File: config.mk
export PLATFORM = sky130hd
export DESIGN_NAME = tmds_dc_balance
export DESIGN_NICKNAME = d
export VERILOG_FILES = /design/src/rtl/tmds_dc_balance.sv
export SDC_FILE = /design/constraint.sdc
export NUM_CORES = 1
export LEC_CHECK = 0
export ABC_CLOCK_PERIOD_IN_PS = 2420
export BUFFER_PORTS_ARGS = -buffer_cell sky130_fd_sc_hd__buf_4
export CORE_MARGIN = 2
export CORE_UTILIZATION = 55
export CTS_BUF_LIST = sky130_fd_sc_hd__clkbuf_16
export CTS_CLUSTER_SIZE = 16
export DETAILED_ROUTE_END_ITERATION = 10
export HOLD_SLACK_MARGIN = 0.02
export MAX_ROUTING_LAYER = met4
export PLACE_DENSITY = 0.85
export SYNTH_ARGS = -nofsm -noshare
export SYNTH_HDL_FRONTEND = slang
export SYNTH_SLANG_ARGS = --single-unit
File: constraint.sdc
create_clock -name clk_in -period 2.42 [get_ports clk_in]
set_input_delay 0.242 -clock clk_in [delete_from_list [all_inputs] [get_ports clk_in]]
set_output_delay 0.242 -clock clk_in [all_outputs]
set_load 0.005 [all_outputs]
File: src/rtl/tmds_dc_balance.sv
// TMDS DC-balance stage: turns the 9-bit transition-minimised word into a 10-bit symbol
// using a running disparity tally, and emits control tokens during blanking.
module tmds_dc_balance #(
    parameter int unsigned TALLY_WIDTH = 5
) (
    input  logic                          clk_in,
    input  logic                          rst_in,
    input  logic [8:0]                    qm_in,
    input  logic                          ve_in,
    input  logic [1:0]                    ctrl_in,
    output logic [9:0]                    tmds_out,
    output logic signed [TALLY_WIDTH-1:0] tally_out
);

    localparam int unsigned QM_W   = 9;
    localparam int unsigned SYM_W  = 10;
    localparam int unsigned DIFF_W = 5;
    localparam int unsigned CNT_W  = 4;

    localparam logic [SYM_W-1:0] TOKEN_00 = 10'b1101010100;
    localparam logic [SYM_W-1:0] TOKEN_01 = 10'b0010101011;
    localparam logic [SYM_W-1:0] TOKEN_10 = 10'b0101010100;
    localparam logic [SYM_W-1:0] TOKEN_11 = 10'b1010101011;

    logic [CNT_W-1:0]               w_n1;
    logic signed [DIFF_W-1:0]       w_diff;

    logic [QM_W-1:0]                r_qm;
    logic                           r_ve;
    logic [1:0]                     r_ctrl;
    logic signed [DIFF_W-1:0]       r_diff;

    logic [SYM_W-1:0]               r_tmds;
    logic signed [TALLY_WIDTH-1:0]  r_tally;

    logic                           w_t_zero;
    logic                           w_t_neg;
    logic                           w_d_zero;
    logic                           w_d_neg;
    logic signed [TALLY_WIDTH-1:0]  w_d_ext;
    logic signed [TALLY_WIDTH-1:0]  w_two_q8;
    logic signed [TALLY_WIDTH-1:0]  w_two_nq8;
    logic [SYM_W-1:0]               w_tmds_nxt;
    logic signed [TALLY_WIDTH-1:0]  w_tally_nxt;

    // Stage 1: count ones in the data byte; disparity n1 - n0 = 2*n1 - 8 (wraps correctly in 5 bits)
    always_comb begin
        w_n1 = '0;
        for (int i = 0; i < 8; i++) begin
            w_n1 = w_n1 + CNT_W'(qm_in[i]);
        end
    end

    assign w_diff = DIFF_W'({w_n1, 1'b0}) - DIFF_W'(8);

    always_ff @(posedge clk_in or posedge rst_in) begin
        if (rst_in) begin
            r_qm   <= '0;
            r_ve   <= 1'b0;
            r_ctrl <= '0;
            r_diff <= '0;
        end else begin
            r_qm   <= qm_in;
            r_ve   <= ve_in;
            r_ctrl <= ctrl_in;
            r_diff <= w_diff;
        end
    end

    // Stage 2: balance decision against the current tally
    assign w_t_zero  = (r_tally == '0);
    assign w_t_neg   = r_tally[TALLY_WIDTH-1];
    assign w_d_zero  = (r_diff == '0);
    assign w_d_neg   = r_diff[DIFF_W-1];
    assign w_d_ext   = TALLY_WIDTH'(r_diff);
    assign w_two_q8  = r_qm[8] ? TALLY_WIDTH'(2) : '0;
    assign w_two_nq8 = r_qm[8] ? '0 : TALLY_WIDTH'(2);

    always_comb begin
        w_tmds_nxt  = TOKEN_00;
        w_tally_nxt = '0;
        if (!r_ve) begin
            case (r_ctrl)
                2'b00:   w_tmds_nxt = TOKEN_00;
                2'b01:   w_tmds_nxt = TOKEN_01;
                2'b10:   w_tmds_nxt = TOKEN_10;
                default: w_tmds_nxt = TOKEN_11;
            endcase
        end else if (w_t_zero || w_d_zero) begin
            w_tmds_nxt  = {~r_qm[8], r_qm[8], r_qm[8] ? r_qm[7:0] : ~r_qm[7:0]};
            w_tally_nxt = r_qm[8] ? (r_tally + w_d_ext) : (r_tally - w_d_ext);
        end else if (w_t_neg == w_d_neg) begin
            // Tally and word lean the same way: invert the data byte to pull back
            w_tmds_nxt  = {1'b1, r_qm[8], ~r_qm[7:0]};
            w_tally_nxt = r_tally + w_two_q8 - w_d_ext;
        end else begin
            w_tmds_nxt  = {1'b0, r_qm[8], r_qm[7:0]};
            w_tally_nxt = r_tally - w_two_nq8 + w_d_ext;
        end
    end

    always_ff @(posedge clk_in or posedge rst_in) begin
        if (rst_in) begin
            r_tmds  <= '0;
            r_tally <= '0;
        end else begin
            r_tmds  <= w_tmds_nxt;
            r_tally <= w_tally_nxt;
        end
    end

    assign tmds_out  = r_tmds;
    assign tally_out = r_tally;

endmodule

Word-level counts from Yosys, hierarchy flattened

Index checks and enable logic that the tools add are counted.

$add $sub $neg: 14
Eq/ne operators: 3
Mux-type cells: 11
Bitwise logic cells: 2
Reductions and logical operators: 4

Operators by type and width:

| cell                  | count |
|---|---|
| $mux W10              | 3 |
| $pmux W10 S3          | 1 |
| $mux W5               | 4 |
| $add A4 B1 Y4         | 4 |
| $add A5 B5 Y5         | 2 |
| $logic_not A5 Y1      | 2 |
| $sub A5 B5 Y5         | 2 |
| $mux W8               | 1 |
| $not A8 Y8            | 1 |
| $add A5 B3 Y5         | 1 |
| $sub A5 B3 Y5         | 1 |
| $sub A5 B4 Y5 const B | 1 |
| $add A3 B1 Y4         | 1 |
| $mux W2               | 2 |
| $add A2 B1 Y3         | 1 |
| $add A1 B1 Y2         | 1 |
| $eq A2 B1 Y1 const B  | 1 |
| $eq A2 B2 Y1 const B  | 1 |
| $logic_not A2 Y1      | 1 |
| $eq A1 B1 Y1          | 1 |
| $logic_or A1 B1 Y1    | 1 |
| $not A1 Y1            | 1 |

Register bits after elaboration: 32
Input bits: 14
Output and inout bits: 15
Word-level logic and storage cells: 40

Logic depth before layout (Yosys ltp)

Depth after elaboration: 8
Mapped depth: 9
Mapped depth without buffers: 9

Least setup slack after synthesis

OpenSTA, ideal clock, no wires.

Path kind: input to register
Start: input port qm_in[0]
End: register r_diff[3]
Library setup time: 0.125 ns
Data arrival time: 2.457 ns
Required time: 2.295 ns
Setup slack: -0.163 ns
Stages: 9
Path through: inv_1 fa_1 fa_1 fa_1 inv_1 ha_1 inv_1 fa_1 xor2_1

Cells in the longest elaborated chain, start to end: 8

RTL lines:

| element                    | line | RTL |
|---|---|---|
| start, declared            | 8    | `input logic [8:0] qm_in,` |
| $add A1 B1 Y2              | 50   | `w_n1 = w_n1 + CNT_W'(qm_in[i]);` |
| $add A2 B1 Y3              | 50   |  |
| $add A3 B1 Y4              | 50   |  |
| $add A4 B1 Y4 (4 in a row) | 50   |  |
| $sub A5 B4 Y5              | 54   | `assign w_diff = DIFF_W'({w_n1, 1'b0}) - DIFF_W'(8);` |
| via w_diff[3]              | 26   | `logic signed [DIFF_W-1:0] w_diff;` |
| end signal, assigned       | 66   | `r_diff <= w_diff;` |
| end, declared              | 31   | `logic signed [DIFF_W-1:0] r_diff;` |

The timed path passes the listed nets, and every way through them passes these cells.

Final worst setup path

Start: input port qm_in[0]
End: register r_diff[2]

Same word-level chain as after synthesis.

==> impl_results.html <==
<table>
<tr><th>Metric</th><th>Value</th></tr>
<tr><th colspan="2">Outcome</th></tr>
<tr><td>Result of the run</td><td>complete, no violations</td></tr>
<tr><th colspan="2">STA</th></tr>
<tr><td>Number of setup violations in the final report</td><td>0</td></tr>
<tr><td>Hold Vio Cnt, Final</td><td>0</td></tr>
<tr><td>Skew final</td><td>3.61 ps</td></tr>
<tr><td>Setup repair after global routing missed its margin</td><td>yes</td></tr>
<tr><td>Ratio of final minimum period to clock period</td><td>99.2%</td></tr>
<tr><td>Setup ws final</td><td>18.2 ps</td></tr>
<tr><td>Fmax</td><td>0.416 GHz</td></tr>
<tr><td>Time the final worst path needs with I/O delays and setup</td><td>2400 ps</td></tr>
<tr><td>Final Max Tran Viols</td><td>0</td></tr>
<tr><th colspan="2">Place</th></tr>
<tr><td>Number of buffer cells added on primary ports</td><td>27</td></tr>
<tr><td>Standard cell area after detailed placement</td><td>2120 um2</td></tr>
<tr><td>Routability congestion estimate</td><td>0.813</td></tr>
<tr><td>DPL Wire Length</td><td>2650 um</td></tr>
<tr><td>Worst slack at placement</td><td>-330 ps</td></tr>
<tr><th colspan="2">Run</th></tr>
<tr><td>Count of maximum capacitance violations</td><td>0</td></tr>
<tr><th colspan="2">Logic synthesis</th></tr>
<tr><td>Cell taking the most area after synthesis</td><td>dfrtp_1</td></tr>
<tr><td>Mean post-synth cell area</td><td>11.0 um2</td></tr>
<tr><td>Top post-synthesis cells by area</td><td>dfrtp_1, ha_1, fa_1</td></tr>
<tr><td>Number of different library cells in the post-synthesis netlist</td><td>26</td></tr>
<tr><td>Portion of synthesized cell area occupied by the leading cell type</td><td>41.2%</td></tr>
<tr><td>Synthesized net count</td><td>209</td></tr>
<tr><td>Post-Synthesis Cells</td><td>166</td></tr>
<tr><td>Number of synthesized register bits</td><td>30</td></tr>
<tr><td>Mapped cell area</td><td>1820 um2</td></tr>
<tr><td>Sequential cell area fraction in the yosys report</td><td>41.2%</td></tr>
<tr><td>Syn. warnings</td><td>0</td></tr>
<tr><th colspan="2">CTS</th></tr>
<tr><td>Skew-Pair Late Insertion Delay</td><td>270 ps</td></tr>
<tr><td>Clk sinks</td><td>30</td></tr>
<tr><td>Level count of the clock H-tree</td><td>2</td></tr>
<tr><td>Max Buffers Root-to-Sink</td><td>2</td></tr>
<tr><td>Clock root cell</td><td>clkbuf_16</td></tr>
<tr><td>Number of CTS-inserted buffers</td><td>5</td></tr>
<tr><td>Clock slew at the register clock pins of the worst setup and hold paths</td><td>50 ps</td></tr>
<tr><td>Clock tree from TritonCTS</td><td>yes</td></tr>
<tr><td>Cts hold-fix bufs</td><td>0</td></tr>
<tr><th colspan="2">Worst setup path</th></tr>
<tr><td>Critical path cell sequence</td><td>buf_8 -&gt; inv_8 -&gt; fa_1 -&gt; fa_1 -&gt; fa_1 -&gt; inv_2 -&gt; ha_4 -&gt; inv_2 -&gt; fa_2 -&gt; inv_2</td></tr>
<tr><td>Slowest cell on crit path</td><td>fa_1</td></tr>
<tr><td>Worst path buffer plus inverter count</td><td>5</td></tr>
<tr><td>Worst-path maximum fanout</td><td>2</td></tr>
<tr><td>Worst endpoint data arrival time</td><td>2570 ps</td></tr>
<tr><td>Category of the most critical setup path</td><td>in -&gt; reg</td></tr>
<tr><td>Required time at the worst-slack endpoint</td><td>2590 ps</td></tr>
<tr><td>Startpoint kind of the worst setup timing path</td><td>input pin</td></tr>
<tr><td>Kind of cell adding the most delay to the critical path</td><td>adder cells</td></tr>
<tr><td>Critical Path Max Stage Delay</td><td>540 ps</td></tr>
<tr><td>Worst setup EP type</td><td>register</td></tr>
<tr><th colspan="2">GRT</th></tr>
<tr><td>Antenna violations before repair</td><td>0</td></tr>
<tr><td>Wire length of the first global-routing pass</td><td>5610 um</td></tr>
<tr><td>Overall overflow remaining after global route</td><td>0</td></tr>
<tr><td>Largest net degree at the start of global routing</td><td>31</td></tr>
<tr><td>Vias in the first global route</td><td>1,229</td></tr>
<tr><td>Overall track demand over capacity in global routing</td><td>22.2%</td></tr>
<tr><th colspan="2">Cells and area</th></tr>
<tr><td>Area used by sequential logic in the layout</td><td>751 um2</td></tr>
<tr><td>Filler cell count</td><td>210</td></tr>
<tr><td>Final standard cell area without fillers</td><td>2360 um2</td></tr>
<tr><td>Fraction of final layout cells sized beyond drive strength 1</td><td>28.2%</td></tr>
<tr><td>Area Growth Syn to Fin</td><td>29.2%</td></tr>
<tr><td>Total inserted antenna cells</td><td>0</td></tr>
<tr><td>Final #Nets</td><td>248</td></tr>
<tr><td>Multi-input combinational cell area</td><td>960 um2</td></tr>
<tr><th colspan="2">Worst hold path</th></tr>
<tr><td>Min-delay worst type</td><td>in -&gt; async</td></tr>
<tr><th colspan="2">Detailed routing</th></tr>
<tr><td>Avg Vias per Cell</td><td>4.89</td></tr>
<tr><td>Post-Route WL</td><td>3520 um</td></tr>
<tr><td>Starting DRT DRC Count</td><td>49</td></tr>
<tr><td>Post-detailed-route DRC marker count</td><td>0</td></tr>
<tr><td>First drt pass iteration count</td><td>4</td></tr>
<tr><td>Count of nets left with antenna violations after detail routing</td><td>0</td></tr>
<tr><td>Via count</td><td>1,222</td></tr>
<tr><td>Drt wl/cell</td><td>14.1 um</td></tr>
<tr><th colspan="2">Pwr</th></tr>
<tr><td>Ratio of total power to cell area</td><td>1410 nW/um2</td></tr>
<tr><td>Maximum vdd ir drop</td><td>0.764 mV</td></tr>
<tr><td>Leakage power of the design</td><td>0.00124 uW</td></tr>
<tr><th colspan="2">Floorplan</th></tr>
<tr><td>CORE AREA</td><td>3100 um2</td></tr>
<tr><td>I/O pins</td><td>29</td></tr>
<tr><td># rows</td><td>20</td></tr>
<tr><td>Width of the chip</td><td>61.6 um</td></tr>
<tr><td>Initial cell density of the core</td><td>58.7%</td></tr>
<tr><td>Overall die area</td><td>3790 um2</td></tr>
<tr><td>Die boundary height</td><td>61.6 um</td></tr>
</table>
[routing by layer]
metal,routed length [um],GRT usage [%],vias to the layer above
li1,-,-,591
met1,1470,26.4,594
met2,1840,35.9,30
met3,161,6.72,7
met4,46,7.29,0
met5,0,-,-
[cell usage in the layout, fill, tap and decap left out, types with 2 or more instances in the layout]
cell type,Yosys,layout
buf_4,1,34
xor2_1,12,12
bufinv_16,0,2
nand2_1,3,3
dfrtp_1,30,30
clkbuf_16,0,5
nor2_1,12,12
a21oi_2,1,2
nor3_1,2,2
a21oi_1,8,7
nand3_1,3,3
fa_1,9,8
ha_1,20,19
inv_2,0,5
a31oi_1,3,3
xnor2_1,7,6
inv_1,33,27
a21o_1,10,10
[layout make-up]
class                   instances  share of cell area [%]
multi-input cells             100                    40.7
flip-flops and latches         30                    31.9
repair buffers                 35                    11.5
inverters                      33                    5.58
clock buffers                   5                    5.31
clock inverters                 3                    2.71
well taps                      44                    2.34
[power breakdown]
part	switching, uW	internal (uW)	leakage, uW
registers	92.7	640	0.000356
clock network	198	584	0.0000915
logic	950	866	0.000797
[worst reg2reg max path: stages, from the launching register on]
cell	delay (ps)
dfrtp_1	400
inv_2	90
ha_1	290
mux2_2	270
ha_1	280
a21o_1	200
a21oi_2	190
xnor2_2	140
mux2i_1	230
a31oi_1	120
[state kept, by name (all words and copies together), names as in the netlist]
signal     count
tmds_out      10
r_ctrl         2
r_diff         4
tally_out      4
r_ve           1
r_qm           9
[synth_stat cells, drive strengths merged]
cell type  number
clkbuf          2
mux2            1
xor2           13
nor2b           1
a31oi           3
mux2i           2
nor4            1
nor2           12
inv            33
buf             1
xnor2           7
nor3            2
or2             1
conb            1
a21o           10
nand3b          1
nand2           3
a21oi           9
fa              9
a211oi          1
ha             20
dfrtp          30
nand3           3
[timing repair]
action                                  in CTS  in global routing
setup buffers                                2                  1
pin swaps                                    0                  1
endpoints found under the setup margin       4                  4
gates resized for setup                      4                  5
[through the flow]
step / instances / util (%) / setup TNS (ps) / power (uW) / hold slack, ps
CTS: 249 / 75.1 / -23.2 / 3310 / 56.3
detailed placement: 239 / 68.2 / -919 / 2450 / 342
floorplan: 166 / - / -280 / 1970 / 273
global placement: 239 / 68.2 / -802 / 2350 / 326
finish: 250 / 75.9 / 0 / 3330 / 46.8
global route: 250 / 75.9 / -18.4 / 3600 / 72.5
[cells by family (layout without fill, tap and decap cells)]
logic type | Yosys count | count (layout) | synth area share, %
adders and majority gates | 29 | 29 | 23.6
other | 1 | 1 | 0.206
DFF | 30 | 30 | 41.2
xor gates and xnor gates | 20 | 20 | 10.0
muxes | 3 | 3 | 2.40
and+or+nand+nor | 24 | 24 | 6.73
buffers and inverters | 36 | 76 | 7.62
AOI/OAI and AO/OA | 23 | 23 | 8.24
[worst paths after layout]
| kind | from | end | slack (ps) | cells past startpoint |
|---|---|---|---|---|
| setup / recovery | qm_in[0] | r_diff[2] | 20 | 10 |
| hold / removal | rst_in | tmds_out[0] | 50 | 3 |
| setup reg to reg | r_diff[1] | tally_out[4] | 100 | 9 |
| hold reg to reg | r_qm[0] | tmds_out[0] | 610 | 2 |
| max in group asynchronous | rst_in | tally_out[1] | 2100 | 3 |
| min in group clk_in | ve_in | r_ve | 80 | 1 |
No activity file was read; power rests on OpenSTA's default activity.
